$ cat config.mk
export PLATFORM = sky130hd
export DESIGN_NAME = key_ctrl
export DESIGN_NICKNAME = d
export VERILOG_FILES = /design/src/rtl/key_pkg.sv /design/src/rtl/key_chan.sv /design/src/rtl/key_ctrl.sv
export SDC_FILE = /design/constraint.sdc
export NUM_CORES = 1
export LEC_CHECK = 0
export ABC_AREA = 1
export BUFFER_PORTS_ARGS = -buffer_cell sky130_fd_sc_hd__clkbuf_2
export CORE_MARGIN = 2
export CORE_UTILIZATION = 39
export DETAILED_ROUTE_END_ITERATION = 12
export PLACE_DENSITY = 0.54
export SLEW_MARGIN = 10
export SYNTH_ARGS = -nofsm -noshare
export SYNTH_HDL_FRONTEND = slang
export SYNTH_SLANG_ARGS = --single-unit
$ cat constraint.sdc
create_clock -name clk -period 3.6 [get_ports clk]
set_input_delay 0.36 -clock clk [delete_from_list [all_inputs] [get_ports clk]]
set_output_delay 0.36 -clock clk [all_outputs]
set_load 0.1 [all_outputs]
$ cat src/rtl/key_pkg.sv
// Shared types and constants for the key_ctrl debounce controller.
package key_pkg;

  typedef enum logic [1:0] {
    IDLE    = 2'd0,
    DEB_ON  = 2'd1,
    HELD    = 2'd2,
    DEB_OFF = 2'd3
  } chan_state_e;

  localparam logic [1:0] EVT_PRESS = 2'b00;
  localparam logic [1:0] EVT_REL   = 2'b01;
  localparam logic [1:0] EVT_LONG  = 2'b10;

  // Clamp a derived width to at least one bit.
  function automatic int unsigned max1(input int unsigned v);
    return (v < 1) ? 1 : v;
  endfunction

endpackage

$ cat src/rtl/key_chan.sv
// One debounce channel: 2-flop sync, debounce FSM and sticky pending flags.
// Optional long-press hold counter enabled by KEY_LONGPRESS_EN.
module key_chan
  import key_pkg::*;
#(
  parameter int unsigned STABLE = 4,
  parameter int unsigned LONG   = 400
) (
  input  logic       clk,
  input  logic       rst,
  input  logic       tick_i,
  input  logic       key_i,
  input  logic [2:0] clr_i,
  output logic       level_o,
  output logic [2:0] pend_o
);

  localparam int unsigned SCNT_W = max1($clog2(STABLE + 1));

  logic [1:0]        sync_q;
  logic              sample_c;
  chan_state_e       state_q;
  logic [SCNT_W-1:0] scnt_q;
  logic [SCNT_W-1:0] scnt_inc_c;
  logic              level_q;
  logic              done_c;
  logic              acc_on_c;
  logic              acc_off_c;
  logic              long_c;
  logic [2:0]        set_c;
  logic [2:0]        pend_q;

  always_ff @(posedge clk or posedge rst) begin
    if (rst) sync_q <= '0;
    else     sync_q <= {sync_q[0], key_i};
  end

  assign sample_c   = sync_q[1];
  assign scnt_inc_c = scnt_q + SCNT_W'(1);
  // scnt is 0 in IDLE/HELD, so STABLE=1 accepts straight from those states.
  assign done_c     = (scnt_inc_c >= SCNT_W'(STABLE));
  assign acc_on_c   = tick_i && sample_c && done_c &&
                      ((state_q == IDLE) || (state_q == DEB_ON));
  assign acc_off_c  = tick_i && !sample_c && done_c &&
                      ((state_q == HELD) || (state_q == DEB_OFF));

  always_ff @(posedge clk or posedge rst) begin
    if (rst) begin
      state_q <= IDLE;
      scnt_q  <= '0;
      level_q <= 1'b0;
    end else if (tick_i) begin
      unique case (state_q)
        IDLE, DEB_ON: begin
          if (!sample_c) begin
            state_q <= IDLE;
            scnt_q  <= '0;
          end else if (acc_on_c) begin
            state_q <= HELD;
            scnt_q  <= '0;
            level_q <= 1'b1;
          end else begin
            state_q <= DEB_ON;
            scnt_q  <= scnt_inc_c;
          end
        end
        HELD, DEB_OFF: begin
          if (sample_c) begin
            state_q <= HELD;
            scnt_q  <= '0;
          end else if (acc_off_c) begin
            state_q <= IDLE;
            scnt_q  <= '0;
            level_q <= 1'b0;
          end else begin
            state_q <= DEB_OFF;
            scnt_q  <= scnt_inc_c;
          end
        end
      endcase
    end
  end

`ifdef KEY_LONGPRESS_EN
  localparam int unsigned HOLD_W = max1($clog2(LONG + 1));

  logic [HOLD_W-1:0] hold_q;
  logic              holding_c;

  assign holding_c = (state_q == HELD) || (state_q == DEB_OFF);
  // Fires only on the LONG-1 -> LONG step, so once per hold.
  assign long_c    = tick_i && holding_c && (hold_q == HOLD_W'(LONG - 1));

  always_ff @(posedge clk or posedge rst) begin
    if (rst)
      hold_q <= '0;
    else if (acc_on_c)
      hold_q <= '0;
    else if (tick_i && holding_c && (hold_q != HOLD_W'(LONG)))
      hold_q <= hold_q + HOLD_W'(1);
  end
`else
  assign long_c = 1'b0;
`endif

  assign set_c = {long_c, acc_off_c, acc_on_c};

  // Sticky flags; a same-cycle set beats the arbiter's clear.
  always_ff @(posedge clk or posedge rst) begin
    if (rst) pend_q <= '0;
    else     pend_q <= set_c | (pend_q & ~clr_i);
  end

  assign level_o = level_q;
  assign pend_o  = pend_q;

endmodule

$ cat src/rtl/key_ctrl.sv
// Multi-key debounce controller: shared tick prescaler, per-key channels and
// a round-robin arbiter feeding one valid/ready event port.
module key_ctrl
  import key_pkg::*;
#(
  parameter  int unsigned N        = 4,
  parameter  int unsigned TICK_DIV = 250000,
  parameter  int unsigned STABLE   = 4,
  parameter  int unsigned LONG     = 400,
  localparam int unsigned ID_W     = max1($clog2(N))
) (
  input  logic            clk,
  input  logic            rst,
  input  logic [N-1:0]    key_in,
  output logic [N-1:0]    key_level,
  output logic            evt_valid,
  input  logic            evt_ready,
  output logic [ID_W-1:0] evt_id,
  output logic [1:0]      evt_type
);

  localparam int unsigned DIV_W = max1($clog2(TICK_DIV));

  logic [DIV_W-1:0]    div_q;
  logic                tick_c;
  logic [N-1:0][2:0]   pend_c;
  logic [N-1:0][2:0]   clr_c;
  logic                gnt_c;
  logic [ID_W-1:0]     gnt_id_c;
  logic [1:0]          gnt_type_c;
  logic [ID_W-1:0]     scan_id_c;
  logic                evt_valid_q;
  logic [ID_W-1:0]     evt_id_q;
  logic [1:0]          evt_type_q;
  logic [ID_W-1:0]     rr_q;

  assign tick_c = (div_q == DIV_W'(TICK_DIV - 1));

  always_ff @(posedge clk or posedge rst) begin
    if (rst)         div_q <= '0;
    else if (tick_c) div_q <= '0;
    else             div_q <= div_q + DIV_W'(1);
  end

  for (genvar g = 0; g < N; g++) begin : g_chan
    key_chan #(
      .STABLE (STABLE),
      .LONG   (LONG)
    ) u_chan (
      .clk     (clk),
      .rst     (rst),
      .tick_i  (tick_c),
      .key_i   (key_in[g]),
      .clr_i   (clr_c[g]),
      .level_o (key_level[g]),
      .pend_o  (pend_c[g])
    );
  end

  // Search from rr_q upward with wrap; press > release > long within a channel.
  always_comb begin
    gnt_c      = 1'b0;
    gnt_id_c   = '0;
    gnt_type_c = EVT_PRESS;
    scan_id_c  = '0;
    clr_c      = '0;
    if (!evt_valid_q) begin
      for (int unsigned i = 0; i < N; i++) begin
        scan_id_c = ID_W'((32'(rr_q) + i) % N);
        if (!gnt_c && (pend_c[scan_id_c] != 3'b000)) begin
          gnt_c    = 1'b1;
          gnt_id_c = scan_id_c;
          if (pend_c[scan_id_c][0]) begin
            gnt_type_c           = EVT_PRESS;
            clr_c[scan_id_c][0]  = 1'b1;
          end else if (pend_c[scan_id_c][1]) begin
            gnt_type_c           = EVT_REL;
            clr_c[scan_id_c][1]  = 1'b1;
          end else begin
            gnt_type_c           = EVT_LONG;
            clr_c[scan_id_c][2]  = 1'b1;
          end
        end
      end
    end
  end

  // Loads only while idle, so a handshake always leaves a one-cycle bubble.
  always_ff @(posedge clk or posedge rst) begin
    if (rst) begin
      evt_valid_q <= 1'b0;
      evt_id_q    <= '0;
      evt_type_q  <= EVT_PRESS;
      rr_q        <= '0;
    end else if (gnt_c) begin
      evt_valid_q <= 1'b1;
      evt_id_q    <= gnt_id_c;
      evt_type_q  <= gnt_type_c;
      rr_q        <= ID_W'((32'(gnt_id_c) + 1) % N);
    end else if (evt_valid_q && evt_ready) begin
      evt_valid_q <= 1'b0;
    end
  end

  assign evt_valid = evt_valid_q;
  assign evt_id    = evt_id_q;
  assign evt_type  = evt_type_q;

endmodule

==> results of run 1 <==
## cell type report
cell class              instances  area share (%)
multi-input cells             394            44.7
flip-flops and latches         65            37.1
inverters                      82            7.02
well taps                     133            3.80
clock buffers                  10            2.91
repair buffers                 19            2.40
clock inverters                 6            2.06
## kinds of logic after synthesis
family	share of synthesized area, %
multiplexers	1.00
buffers and inverters	10.3
AND/OR/NAND/NOR	37.1
XOR/XNOR	2.63
flip-flops	40.7
adder cells (fa/ha/maj)	3.13
AO/OA/AOI/OAI	5.20
## registers in the layout (all words and copies together), names as in the netlist
name	count
rr_q	2
g_chan.u_chan.pend_o	12
evt_type	2
div_q	18
g_chan.u_chan.state_q	4
evt_valid	1
evt_id	2
g_chan.u_chan.level_o	4
g_chan.u_chan.scnt_q	12
g_chan.u_chan.sync_q	8
## worst max-delay path by stage
stage	start	endpoint	slack, ns
floorplan	rr_q[0]	g_chan[0].u_chan.pend_o[0]	1.31
global placement	rr_q[0]	g_chan[0].u_chan.pend_o[1]	0.61
detailed placement	rr_q[0]	g_chan[0].u_chan.pend_o[1]	0.57
CTS	rr_q[0]	g_chan[0].u_chan.pend_o[1]	0.56
global route	rr_q[0]	g_chan[0].u_chan.pend_o[1]	0.16
finish	rr_q[0]	g_chan[0].u_chan.pend_o[1]	0.53
## critical path: cells and delay by family, from the launching register on
family | cells | cell delay (ns)
fa+ha+maj | 1 | 0.47
buf+inv | 2 | 0.46
flops | 1 | 0.67
simple gates | 11 | 1.36
## routing by layer
metal | vias to the layer above | share of wire (%) | track usage (%)
li1 | 1800 | - | -
met1 | 1619 | 48 | 24.6
met2 | 62 | 46 | 28.2
met3 | 13 | 3.8 | 3.34
met4 | 0 | 1.8 | 8.38
met5 | - | 0 | 0
## cells in the final DEF (no fill, tap or decap), types with 2 or more instances in the layout
cell	netlist	routed
a21boi_0	3	3
a21oi_1	10	10
buf_4	4	4
bufinv_16	0	2
clkbuf_2	0	15
clkbuf_8	0	9
dfrtp_1	65	65
ha_1	10	10
inv_1	77	76
inv_2	5	6
mux2i_1	4	4
nand2_1	175	175
nand2_2	4	4
nand3_1	68	68
nand3b_1	2	2
nand4_1	17	17
nor2_1	46	46
nor2_4	4	4
nor3_1	7	7
nor4_1	2	2
o21ai_0	17	17
o22ai_1	3	3
xnor2_1	6	6
xor2_1	6	6
## report_power, final
part | total [uW] | leakage (uW) | switching, uW | internal, uW
registers | 737 | 0.000875 | 2.64 | 734
logic | 24.4 | 0.00143 | 18.4 | 5.99
clock network | 693 | 0.000107 | 300 | 392
total | 1450 | 0.00241 | 322 | 1130
## stage by stage
stage | setup slack (ns) | util [%]
6_report | 0.529 | 44.4
3_3_place_gp | 0.613 | 42.2
4_1_cts | 0.564 | 44.4
3_5_place_dp | 0.572 | 42.2
5_1_grt | 0.163 | 44.4
2_1_floorplan | 1.31 | -
==> impl_metrics.tcl, run 1 <==
set metrics [dict create \
    crit_fanout 17 \
    vias_per_cell 4.93 \
    wirelength_um 9140 \
    syn_avg_cell_area_um2 7.15 \
    synth.most_common_cell "nand2_1" \
    worstSkewPairLatency_ns 0.35 \
    min_from "key_in[2]" \
    synth_top_cell_area_share_pct 40.7 \
    initial_core_util_pct 40.5 \
    fp.dieH_um 105 \
    path_class "register to register" \
    maxCapViolCount 0 \
    drive_gt1_share_pct 9.38 \
    fill_cells 1012 \
    wl_per_cell_um 12.9 \
    post-dp-hpwl_um 6860 \
    async_flop_share_pct 100 \
    ys_types 35 \
    r2r-end "g_chan[0].u_chan.pend_o[1]" \
    hold_end "g_chan[2].u_chan.sync_q[0]" \
    outcome "completed" \
    antennaDiodeCount 0 \
    cpPeakStageDelay_ns 0.67 \
    synth_area_um2 4000 \
    ys.warnings.count 0 \
    fin_skew_ns 0.00839 \
    r2r_start "rr_q[0]" \
    synth_area_leaders "dfrtp_1 41%, nand2_1 16%, nand3_1 8.5%" \
    relSlewSlack_pct 34.6 \
    setup_violations 0 \
    clk_pin_slew_ns 0.08 \
    vias 3494 \
    dpl-instance-area_um2 4170 \
    hold_ws_ns 0.108 \
    hold_path.class "input port to register" \
    finalCriticalPeriod_ns 3.07 \
    syn2layout_area_growth_pct 9.67 \
    rrSetupSlack_ns 0.53 \
    yosysTopAreaCell "dfrtp_1" \
    clk_path_buf_depth 2 \
    coreArea_um2 9860 \
    drt_iter0_drc 133 \
    whs_path_depth 1 \
    max_freq_mhz 326 \
    timing.critical_path.cells "inv_2 -> ha_1 -> inv_1 -> nand3_1 -> nand2_1 -> nand3_4 -> nor2_4 -> nand2_1 -> nor2_2 -> nand2_1 -> nand3_1 -> nand2_1 -> nand2_1 -> nand2_1" \
    ir_drop_v 0.000258 \
    die_w_um 105 \
    power.leakage_uw 0.00241 \
    critPathArrivalTime_ns 3.32 \
    fin_area_um2 4380 \
    tritoncts "yes" \
    grt_use_total_pct 18.2 \
    ys_seq_area_share_pct 40.7 \
    core.rowCount 36 \
    ys_ff_latch 65 \
    cts-root-buf "clkbuf_8" \
    cts_resized 0 \
    regArea_um2 1630 \
    multiInputGateArea_um2 1960 \
    setup_tns_ns 0 \
    finalNetCount 588 \
    grt_pass1_vias 3377 \
    p_per_area_nw_per_um2 332 \
    portBuffers 15 \
    place_inst 693 \
    finalHoldViolations 0 \
    synth_commonest_cells "175 x nand2_1, 77 x inv_1, 68 x nand3_1" \
    cpMostUsedCell "nand2_1" \
    grt_pass1_wl_um 16100 \
    cp-end-kind "register" \
    period_share_pct 85.3 \
    syn_nets 576 \
    dieArea_um2 11100 \
    place_congestion 0.874 \
    rsz0062_at_grt "false" \
    worstPathRequired_ns 3.85 \
    synth_ff_type "dfrtp_1" \
    post_cts_buffers 0 \
    start_kind "register" \
    synth-edff-count 0 \
    drt_first_pass_iters 5 \
    cts-buffers-inserted 9 \
    final_cells 709 \
    cts_hold_buf 0 \
    detail-route-antenna-nets 0 \
    tightest_slew_ns 0.980 \
    ios 16 \
    cts_sinks 65 \
    grt_antenna_before_repair 0 \
    globalRouteOverflowTotal 0 \
    crit_slowest_cell "dfrtp_1" \
    cts.htree.levels 3 \
    syn_inst 559 \
    final_max_slew_viol_count 0 \
    finalPower_uw 1450 \
    r2r_cells 14 \
    drcViolationCount 0 \
    grt_max_degree 48 \
]
Power figures use the tool's default switching activity.
==> run 2, diff against run 1 <==
- PLACE_DENSITY: 0.54 -> not set
==> run 2 against run 1 <==
Effect of this change:
- core utilization grew 0.076 points
- worst setup slack better by 0.072 ns
- routed wire length rose by 3.2%
- cell area grew 0.17%
- critical endpoint unchanged
- via count increased by 1.9%
- highest routed layer unchanged
- worst hold slack improved by 0.011 ns
- count of clock-buffer cells in the layout unchanged
- register-to-register slack improved by 0.07 ns
==> impl_metrics.tcl, run 2 (same netlist as run 1, synthesis figures left out) <==
set metrics [dict create \
    outcome "completed" \
    wl_per_cell_um 13.3 \
    final_max_slew_viol_count 0 \
    antennaDiodeCount 0 \
    drt_first_pass_iters 5 \
    final_cell_mix "175 x nand2_1, 76 x inv_1, 68 x nand3_1, 65 x dfrtp_1, 46 x nor2_1" \
    ir_drop_v 0.000284 \
    hold_ws_ns 0.119 \
    whs_path_depth 1 \
    grt_antenna_before_repair 0 \
    maxCapViolCount 0 \
    wirelength_um 9440 \
    setup_violations 0 \
    relSlewSlack_pct 34.7 \
    worstSkewPairLatency_ns 0.34 \
    vias_per_cell 5.03 \
    globalRouteOverflowTotal 0 \
    cts.htree.levels 3 \
    rsz0062_at_grt "false" \
    grt_use_total_pct 18.2 \
    clk_path_buf_depth 2 \
    portBuffers 15 \
    endpoint "g_chan[0].u_chan.pend_o[1]" \
    fin_skew_ns 0.0100 \
    worstPathRequired_ns 3.83 \
    period_share_pct 83.3 \
    ios 16 \
    dieArea_um2 11100 \
    initial_core_util_pct 40.5 \
    timing.critical_path.cells "inv_2 -> ha_1 -> inv_1 -> nand3_1 -> nand2_1 -> nand3_4 -> nor2_4 -> nand2_1 -> nor2_2 -> nand2_1 -> nand3_1 -> nand2_1 -> nand2_1 -> nand2_1" \
    tightest_slew_ns 0.979 \
    fill_cells 1009 \
    fp.dieH_um 105 \
    rrSetupSlack_ns 0.60 \
    crit_fanout 17 \
    r2r-end "g_chan[0].u_chan.pend_o[1]" \
    crit_path_start "rr_q[0]" \
    coreArea_um2 9860 \
    drcViolationCount 0 \
    power.leakage_uw 0.00241 \
    place_congestion 0.926 \
    critPathBufInv 2 \
    largest-register "div_q" \
    setup_tns_ns 0 \
    finalNetCount 587 \
    cts-root-buf "clkbuf_8" \
    cts_sinks 65 \
    max_freq_mhz 333 \
    worst-path-stages 14 \
    cpPeakStageDelay_ns 0.67 \
    tritoncts "yes" \
    critPathArrivalTime_ns 3.23 \
    r2r_start "rr_q[0]" \
    largest_register_ffs 18 \
    crit_slowest_cell "dfrtp_1" \
    r2r_cells 14 \
    cts_resized 0 \
    vias 3560 \
    grt_pass1_wl_um 16300 \
    finalHoldViolations 0 \
    hold_path.class "input port to register" \
    cp-end-kind "register" \
    core.rowCount 36 \
    cts-buffers-inserted 9 \
    post_cts_buffers 0 \
    grt_pass1_vias 3463 \
    p_per_area_nw_per_um2 338 \
    cts_hold_buf 0 \
    syn2layout_area_growth_pct 9.86 \
    grt_max_degree 48 \
    start_kind "register" \
    final_common_cell "nand2_1" \
    finalCriticalPeriod_ns 3.00 \
    detail-route-antenna-nets 0 \
    die_w_um 105 \
    path_class "register to register" \
    cpLargestDelayFamily "simple AND/OR/NAND/NOR gates" \
    post-dp-hpwl_um 7120 \
    cpMostUsedCell "nand2_1" \
    drive_gt1_share_pct 9.39 \
    drt_iter0_drc 140 \
    clk_pin_slew_ns 0.08 \
]
-- run 2: changes by cell type in the layout (fill, tap and decap cells not counted), sizes merged --
| cell | previous run | this run |
|---|---|---|
| buf | 4 | 3 |
| clkinv | 2 | 1 |
| clkinvlp | 1 | 0 |
| inv | 83 | 85 |
-- run 2: worst reg2reg max path, stage by stage (launching register included) --
cell and delay, ns:
dfrtp_1 0.67, inv_2 0.25, ha_1 0.45, inv_1 0.22
nand3_1 0.10, nand2_1 0.14, nand3_4 0.12, nor2_4 0.28
nand2_1 0.11, nor2_2 0.19, nand2_1 0.08, nand3_1 0.10
nand2_1 0.06, nand2_1 0.08, nand2_1 0.04
-- run 2: layer usage --
metal  GRT usage, %  up-vias  routed length (um)
met5              0        -                   0
met4           7.33        0                 198
met3           3.59       19                 526
met2           29.5       98                4490
met1           23.9     1651                4220
li1               -     1792                   -
-- run 2: worst min path at each step --
stage                                          start                    endpoint  slack [ns]
final                                      key_in[2]  g_chan[2].u_chan.sync_q[0]        0.12
after global routing                       key_in[2]  g_chan[2].u_chan.sync_q[0]        0.09
after CTS                                  key_in[2]  g_chan[2].u_chan.sync_q[0]        0.10
after detailed placement  g_chan[0].u_chan.sync_q[0]  g_chan[0].u_chan.sync_q[1]        0.34
after global placement    g_chan[2].u_chan.sync_q[0]  g_chan[2].u_chan.sync_q[1]        0.33
after floorplan           g_chan[0].u_chan.sync_q[0]  g_chan[0].u_chan.sync_q[1]        0.33
-- run 2: power breakdown --
group          leakage [uW]  internal [uW]  switching (uW)
Clock              0.000118            418             304
Combinational       0.00142           6.01            18.6
Sequential         0.000875            734            2.63
-- run 2: layout make-up --
| cell class | count | area [um^2] | area share [%] |
|---|---|---|---|
| inverter | 82 | 308 | 7.01 |
| clock buffer | 10 | 138 | 3.13 |
| timing repair buffer | 18 | 97.6 | 2.22 |
| tap | 133 | 166 | 3.79 |
| sequential | 65 | 1630 | 37.0 |
| clock inverter | 6 | 95.1 | 2.17 |
| multi-input combinational | 394 | 1960 | 44.6 |
-- run 2: per-stage QoR --
step                cell area [um^2]  utilization (%)  instances  power, uW  setup slack [ns]
detailed placement              4160             42.1        692        778             0.641
floorplan                       4000                -        559        766              1.31
global placement                4160             42.1        692        777             0.709
global route                    4390             44.5        708       1550             0.246
finish                          4390             44.5        708       1480             0.601
CTS                             4390             44.5        708       1510             0.656
